[config.mk]
export PLATFORM = sky130hd
export DESIGN_NAME = spi_reg_frontend
export DESIGN_NICKNAME = d
export VERILOG_FILES = /design/src/rtl/spi_reg_pkg.sv /design/src/rtl/sync_edge.sv /design/src/rtl/spi_reg_frontend.sv
export SDC_FILE = /design/constraint.sdc
export NUM_CORES = 1
export LEC_CHECK = 0
export CAP_MARGIN = 20
export CORE_UTILIZATION = 45
export DETAILED_ROUTE_END_ITERATION = 8
export GPL_TIMING_DRIVEN = 0
export PLACE_DENSITY = 0.7
export SYNTH_ARGS = -nofsm -noshare
export SYNTH_HDL_FRONTEND = slang
export SYNTH_SLANG_ARGS = --single-unit
[constraint.sdc]
create_clock -name clk -period 3.95 [get_ports clk]
set_input_delay 0.5925 -clock clk [delete_from_list [all_inputs] [get_ports clk]]
set_output_delay 0.5925 -clock clk [all_outputs]
set_load 0.02 [all_outputs]
[src/rtl/spi_reg_pkg.sv]
// Shared constants and types for the SPI register front end.
// Covers the frame layout, the register addresses and the FSM state encoding.
package spi_reg_pkg;

  localparam int unsigned FRAME_BITS = 16;
  localparam int unsigned RW_BIT     = 15;
  localparam int unsigned ADDR_MSB   = 14;
  localparam int unsigned ADDR_LSB   = 8;

  localparam int unsigned ADDR_EN_OUT_LO = 0;
  localparam int unsigned ADDR_EN_OUT_HI = 1;
  localparam int unsigned ADDR_EN_PWM_LO = 2;
  localparam int unsigned ADDR_EN_PWM_HI = 3;
  localparam int unsigned ADDR_PWM_DUTY  = 4;

  typedef enum logic [1:0] {
    StIdle,
    StShift,
    StCommit
  } state_e;

endpackage

[src/rtl/sync_edge.sv]
// Multi-flop synchroniser for one asynchronous pin.
// Emits single-cycle rise/fall pulses derived from one history flop behind the chain.
module sync_edge #(
  parameter int unsigned Stages   = 2,
  parameter logic        ResetVal = 1'b0
) (
  input  logic clk_i,
  input  logic rst_ni,
  input  logic d_i,
  output logic level_o,
  output logic rise_o,
  output logic fall_o
);

  logic [Stages-1:0] sync_q, sync_d;
  logic              hist_q, hist_d;

  always_comb begin
    sync_d = {sync_q[Stages-2:0], d_i};
    hist_d = sync_q[Stages-1];
  end

  always_ff @(posedge clk_i) begin
    if (!rst_ni) begin
      sync_q <= {Stages{ResetVal}};
      hist_q <= ResetVal;
    end else begin
      sync_q <= sync_d;
      hist_q <= hist_d;
    end
  end

  assign level_o = sync_q[Stages-1];
  assign rise_o  = sync_q[Stages-1] & ~hist_q;
  assign fall_o  = ~sync_q[Stages-1] & hist_q;

endmodule

[src/rtl/spi_reg_frontend.sv]
// Write-only SPI mode-0 peripheral that loads the PWM block's control registers.
// It oversamples the pins with clk and commits only complete, well-formed write frames.
module spi_reg_frontend #(
  parameter int unsigned SYNC_STAGES = 2,
  parameter int unsigned NUM_REGS    = 5,
  parameter int unsigned FRAME_BITS  = spi_reg_pkg::FRAME_BITS
) (
  input  logic       clk,
  input  logic       rst_n,
  input  logic       sclk,
  input  logic       copi,
  input  logic       ncs,
  output logic [7:0] en_out_7_0,
  output logic [7:0] en_out_15_8,
  output logic [7:0] en_pwm_7_0,
  output logic [7:0] en_pwm_15_8,
  output logic [7:0] pwm_duty_cycle,
  output logic       frame_err
);

  import spi_reg_pkg::*;

  localparam int unsigned CntW      = $clog2(FRAME_BITS + 2);
  localparam int unsigned SettleMax = SYNC_STAGES + 1;
  localparam int unsigned SettleW   = $clog2(SettleMax + 1);

  logic sclk_level, sclk_rise, sclk_fall;
  logic copi_level, copi_rise, copi_fall;
  logic ncs_level, ncs_rise, ncs_fall;

  sync_edge #(.Stages(SYNC_STAGES), .ResetVal(1'b0)) u_sync_sclk (
    .clk_i   (clk),
    .rst_ni  (rst_n),
    .d_i     (sclk),
    .level_o (sclk_level),
    .rise_o  (sclk_rise),
    .fall_o  (sclk_fall)
  );

  sync_edge #(.Stages(SYNC_STAGES), .ResetVal(1'b0)) u_sync_copi (
    .clk_i   (clk),
    .rst_ni  (rst_n),
    .d_i     (copi),
    .level_o (copi_level),
    .rise_o  (copi_rise),
    .fall_o  (copi_fall)
  );

  sync_edge #(.Stages(SYNC_STAGES), .ResetVal(1'b1)) u_sync_ncs (
    .clk_i   (clk),
    .rst_ni  (rst_n),
    .d_i     (ncs),
    .level_o (ncs_level),
    .rise_o  (ncs_rise),
    .fall_o  (ncs_fall)
  );

  logic unused_edges;
  assign unused_edges = ^{sclk_level, sclk_fall, copi_rise, copi_fall};

  state_e                state_q, state_d;
  logic [CntW-1:0]       count_q, count_d;
  logic [FRAME_BITS-1:0] shift_q, shift_d;
  logic [7:0]            regs_q [NUM_REGS];
  logic [7:0]            regs_d [NUM_REGS];
  logic                  frame_err_q, frame_err_d;
  logic                  armed_q, armed_d;
  logic [SettleW-1:0]    settle_q, settle_d;

  logic       settled;
  logic [6:0] addr;
  logic [7:0] data;
  logic       commit_ok;

  assign addr      = shift_q[ADDR_MSB:ADDR_LSB];
  assign data      = shift_q[7:0];
  assign settled   = (settle_q == SettleW'(SettleMax));
  assign commit_ok = (count_q == CntW'(FRAME_BITS)) && shift_q[RW_BIT] &&
                     ({25'd0, addr} < NUM_REGS);

  always_comb begin
    state_d     = state_q;
    count_d     = count_q;
    shift_d     = shift_q;
    regs_d      = regs_q;
    frame_err_d = 1'b0;
    settle_d    = settled ? settle_q : settle_q + SettleW'(1);
    // A frame already under way when reset lifts must not start a transfer:
    // only accept ncs falls once the synchronised ncs has been seen idle-high.
    armed_d     = armed_q | (settled & ncs_level);

    case (state_q)
      StIdle: begin
        if (armed_q && ncs_fall) begin
          state_d = StShift;
          count_d = '0;
          shift_d = '0;
        end
      end
      StShift: begin
        if (sclk_rise) begin
          shift_d = {shift_q[FRAME_BITS-2:0], copi_level};
          if (count_q != CntW'(FRAME_BITS + 1)) count_d = count_q + CntW'(1);
        end
        if (ncs_rise) state_d = StCommit;
      end
      StCommit: begin
        if (commit_ok) begin
          for (int i = 0; i < NUM_REGS; i++) begin
            if (addr == 7'(i)) regs_d[i] = data;
          end
        end else begin
          frame_err_d = 1'b1;
        end
        if (ncs_fall) begin
          state_d = StShift;
          count_d = '0;
          shift_d = '0;
        end else begin
          state_d = StIdle;
        end
      end
      default: state_d = StIdle;
    endcase
  end

  always_ff @(posedge clk) begin
    if (!rst_n) begin
      state_q     <= StIdle;
      count_q     <= '0;
      shift_q     <= '0;
      frame_err_q <= 1'b0;
      armed_q     <= 1'b0;
      settle_q    <= '0;
      for (int i = 0; i < NUM_REGS; i++) regs_q[i] <= 8'h00;
    end else begin
      state_q     <= state_d;
      count_q     <= count_d;
      shift_q     <= shift_d;
      frame_err_q <= frame_err_d;
      armed_q     <= armed_d;
      settle_q    <= settle_d;
      for (int i = 0; i < NUM_REGS; i++) regs_q[i] <= regs_d[i];
    end
  end

  assign en_out_7_0     = regs_q[ADDR_EN_OUT_LO];
  assign en_out_15_8    = regs_q[ADDR_EN_OUT_HI];
  assign en_pwm_7_0     = regs_q[ADDR_EN_PWM_LO];
  assign en_pwm_15_8    = regs_q[ADDR_EN_PWM_HI];
  assign pwm_duty_cycle = regs_q[ADDR_PWM_DUTY];
  assign frame_err      = frame_err_q;

endmodule

; Yosys cells after proc, flatten, opt, wreduce, memory -nomap -nowiden
; Index checks and enable logic that the tools add are counted.
[classes]
eq_ne = 14
reduce_logical = 15
add_sub_neg = 2
n_lt_le_gt_ge = 1
bitwise = 8
n_mux = 14
[ops]
columns = op, count
row1 = $mux W16, 3
row2 = $pmux W16 S3, 1
row3 = $mux W5, 4
row4 = $pmux W5 S3, 1
row5 = $reduce_and A3 Y1, 5
row6 = $eq A7 B2 Y1 const B, 2
row7 = $ne A2 B2 Y1 const B, 5
row8 = $eq A7 B1 Y1 const B, 1
row9 = $eq A7 B3 Y1 const B, 1
row10 = $logic_not A7 Y1, 1
row11 = $lt A7 B3 Y1 const B, 1
row12 = $pmux W2 S3, 1
row13 = $add A5 B1 Y5 const B, 1
row14 = $eq A5 B5 Y1 const B, 1
row15 = $ne A5 B5 Y1 const B, 1
row16 = $reduce_and A5 Y1, 1
row17 = $and A1 B1 Y1, 4
row18 = $eq A2 B2 Y1 const B, 2
row19 = $mux W2, 2
row20 = $reduce_and A2 Y1, 2
row21 = $reduce_and A4 Y1, 1
row22 = $logic_and A1 B1 Y1, 3
row23 = $not A1 Y1, 3
row24 = $reduce_bool A3 Y1, 1
row25 = other kinds (5), 6
[totals]
out_inout_bits = 41
wordCells = 70
register_bits = 75
input_bits = 5

; Depth between registers and ports, before layout
[depth]
ltp_word = 5
mapped_depth = 7
depth_no_buf = 6

; Hierarchy
; A second synthesis with hierarchy kept.
[hier_totals]
cells_unflattened = 303
hier_area_um2 = 2892.8
[modules_own_cells]
columns = mod, instances, seq_area_each_um2, area_per_inst_um2, cells_each
row1 = spi_reg_frontend, 1, 1341.3, 2618.8, 279
row2 = sync_edge, 3, 60.1, 91.3, 8

; Worst setup path after synthesis
; Ideal clock, no wire load.
[synth_path]
kind = input -> register
from = in rst_n
to = reg count_q[4]
cell_stages = 4
setup_slack_ps = 2332
t_arrival_ps = 1535
path_buffers = 1
t_required_ps = 3867
setup_ps = 83
path_cell_list = buf_2 clkinv_1 or4_1 o221ai_1
[synth_lines]
columns = element, line_no
row1 = from (decl), spi_reg_frontend.sv:9  ; input logic rst_n,
row2 = to (signal assigned), spi_reg_frontend.sv:138  ; count_q <= count_d;
row3 = to (decl), spi_reg_frontend.sv:62  ; logic [CntW-1:0] count_q, count_d;

; Worst setup path in the final report
[layout_path]
from = reg count_q[1]
to = reg regs_q, in the netlist en_pwm_7_0[4]
[layout_between]
elab_chain_cells = 4
[layout_lines]
columns = element, line_no
row1 = $eq A5 B5 Y1, spi_reg_frontend.sv:78  ; assign commit_ok = (count_q == CntW'(FRAME_BITS)) && shift_q[RW_BIT] &&
row2 = $logic_and A1 B1 Y1 (2 in a row), spi_reg_frontend.sv:78
row3 = $reduce_and A3 Y1 (no line), -
row4 = to (decl), spi_reg_frontend.sv:64  ; logic [7:0] regs_q [NUM_REGS];
; Every way passes these cells.
; A chain may end at the register's enable or synchronous reset.

==> impl_metrics.toml <==
[grt]
grt_pass1_vias = 2142
grt_max_degree = 14
grt_antenna_before_repair = 0
grt_pass1_wl_um = 10500
overflow = 0
track_usage_pct = 19.2

[clocking]
postCtsResizedCells = 0
ctsHoldBuffers = 0
root_buffer = "clkbuf_8"
insertion_delay_ps = 340
cts_tree = "yes"
cts_inserted_buffers = 9
cts_buffer_depth = 2
path_clk_slew_ps = 80
cts_sinks = 75
post_cts_buffers = 0
cts.htree.levels = 3

[place]
dp_hpwl_um = 4130
gp_congestion = 0.777
post-place-ws_ps = 2050
portBuffers = 44

[timing]
setup_tns_ps = 0
slew_violations = 0
final_hold_viol_count = 0
rsz0062_at_grt = "no"
min_period_ps = 1930
fin_skew_ps = 10.1
tightest_slew_ps = 577
maxSlewHeadroom_pct = 61.4
final.setup.worst_slack_ps = 2020
worst_hold_slack_ps = 408
setup_viol = 0
fin_crit_sh_pct = 48.8
max_freq_mhz = 519

[layout]
layout_common_cells = "dfxtp_1 (75), nor2_1 (54), mux2i_1 (50)"
drive_gt1_share_pct = 7.50
nNetsFinal = 365
antenna_cells = 0
area_growth_pct = 26.8
layout_commonest_cell = "dfxtp_1"

[routing]
route.vias.total = 2253
route.detailed.drc = 0
drt-vias-per-instance = 5.16
initialDrtViolationCount = 94
routedWlPerCell_um = 14.3
dr.pass1.iters = 4
antenna_left = 0
drt-total-wl_um = 6270

[yosys]
synth_area_leaders = "dfxtp_1 (50%), mux2i_1 (17%), nor2_1 (6.8%)"
synth_seq_cells = 75
synth-simple-area-share_pct = 22.3
synth_top_area_share_pct = 50.5
synthesis.nets = 310
yosys_warnings = 0
synthAdderAreaFrac_pct = 1.68
synth_cells = 301
ys_seq_area_share_pct = 50.5
synth_top_cell_by_area = "dfxtp_1"
netlist_area_um2 = 2980
synthXorXnorAreaFrac_pct = 0.294
synthDistinctLibCells = 32
synth_compound_area_share_pct = 5.97
synth_top_family_by_area = "simple AND/OR/NAND/NOR gates"
synthMuxAreaShare_pct = 16.8
syn_area_per_cell_um2 = 9.88

[floorplanning]
fp-row-count = 29
coreArea_um2 = 6350
ios = 46
initial_core_util_pct = 46.9
die_w_um = 83.3
die_area_um2 = 6940
die_y_um = 83.3

[worst_setup_path]
critPathKind = "flop to flop"
arrival_ps = 2150
cp-start-kind = "flop"
cp_max_fo = 8
critPathCaptureType = "flop"
required_ps = 4170

[flow_run]
cap_violations = 0

[power]
power.density_nw_per_um2 = 417
leakage_uw = 0.00174
p_total_uw = 1580
irDropWorstVdd_mv = 0.318

[status]
status = "finished clean"

[hold_path]
worstHoldPathType = "flop to flop"
-- kinds of logic after synthesis --
family | count (synthesis)
AND/OR/NAND/NOR | 121
flip-flops | 75
multiplexers | 50
AO/OA/AOI/OAI | 32
buffers and inverters | 18
adder cells (fa/ha/maj) | 4
XOR/XNOR | 1
-- layer usage --
layer | part of all wire [%] | track usage [%] | wire, um
met4 | 1.5 | 8.46 | 92
met5 | 0 | 0 | 0
met2 | 43 | 28.8 | 2680
met3 | 3.6 | 3.68 | 223
met1 | 52 | 26.7 | 3270
-- flip-flops by register name, summed over array words and instances (netlist names) --
register,flops
state_q,2
frame_err,1
en_pwm_7_0,8
u_sync_ncs.hist_q,1
en_out_15_8,8
en_pwm_15_8,8
shift_q,16
pwm_duty_cycle,8
u_sync_sclk.hist_q,1
en_out_7_0,8
count_q,5
settle_q,2
u_sync_copi.sync_q,2
u_sync_sclk.sync_q,2
armed_q,1
u_sync_ncs.sync_q,2
-- critical path: stages (launching register included) --
cell,delay (ps)
dfxtp_1,340
inv_1,80
ha_1,220
nor4bb_1,360
nand4_2,450
mux2i_1,290
nor2_1,60
-- path summary, 6_finish.rpt --
check | start | endpoint | slack [ps] | cells past startpoint
worst min register to register | u_sync_ncs.sync_q[0]$_SDFF_PN1_ | u_sync_ncs.sync_q[1]$_SDFF_PN1_ | 410 | 1
worst max-delay path | count_q[1]$_SDFFE_PN0P_ | en_pwm_7_0[4]$_SDFFE_PN0P_ | 2020 | 6
worst max register to register | count_q[1]$_SDFFE_PN0P_ | en_pwm_7_0[4]$_SDFFE_PN0P_ | 2020 | 6
worst min-delay path | u_sync_ncs.sync_q[0]$_SDFF_PN1_ | u_sync_ncs.sync_q[1]$_SDFF_PN1_ | 410 | 1
-- metrics by stage --
step,instance area (um2),std cells,utilization (%)
after global placement,3510,422,55.3
after floorplan,2980,301,-
after global routing,3770,437,59.4
final,3770,437,59.4
after detailed placement,3510,422,55.3
after CTS,3770,437,59.4
-- cells in the mapped netlist, drive strengths merged --
library cell,number
o221a,1
o221ai,1
nand2b,4
inv,3
clkbuf,10
nor4,1
and3,2
nand4bb,1
nand4,5
o21ai,13
or4,1
o31a,1
xor2,1
clkinv,1
a21oi,14
nor2b,5
nand3,14
nor4b,2
nand2,6
nor2,54
dfxtp,75
nor3b,2
o21a,1
nor4bb,2
mux2i,50
and4b,1
buf,4
ha,4
and2,21
a31oi,1
-- where the power goes --
part | internal, uW | switching (uW)
Clock | 483 | 281
Sequential | 765 | 5.54
Combinational | 15.3 | 25.4
-- layout make-up --
type                    count  area, um2
fillers                   534       2580
flip-flops and latches     75       1500
multi-input cells         208       1400
repair buffers             44        440
clock inverters             6        138
clock buffers               9        124
well taps                  77       96.3
plain buffers              14       57.6
inverters                   4       15.0
Note: power is estimated with default switching activity, not from simulation.
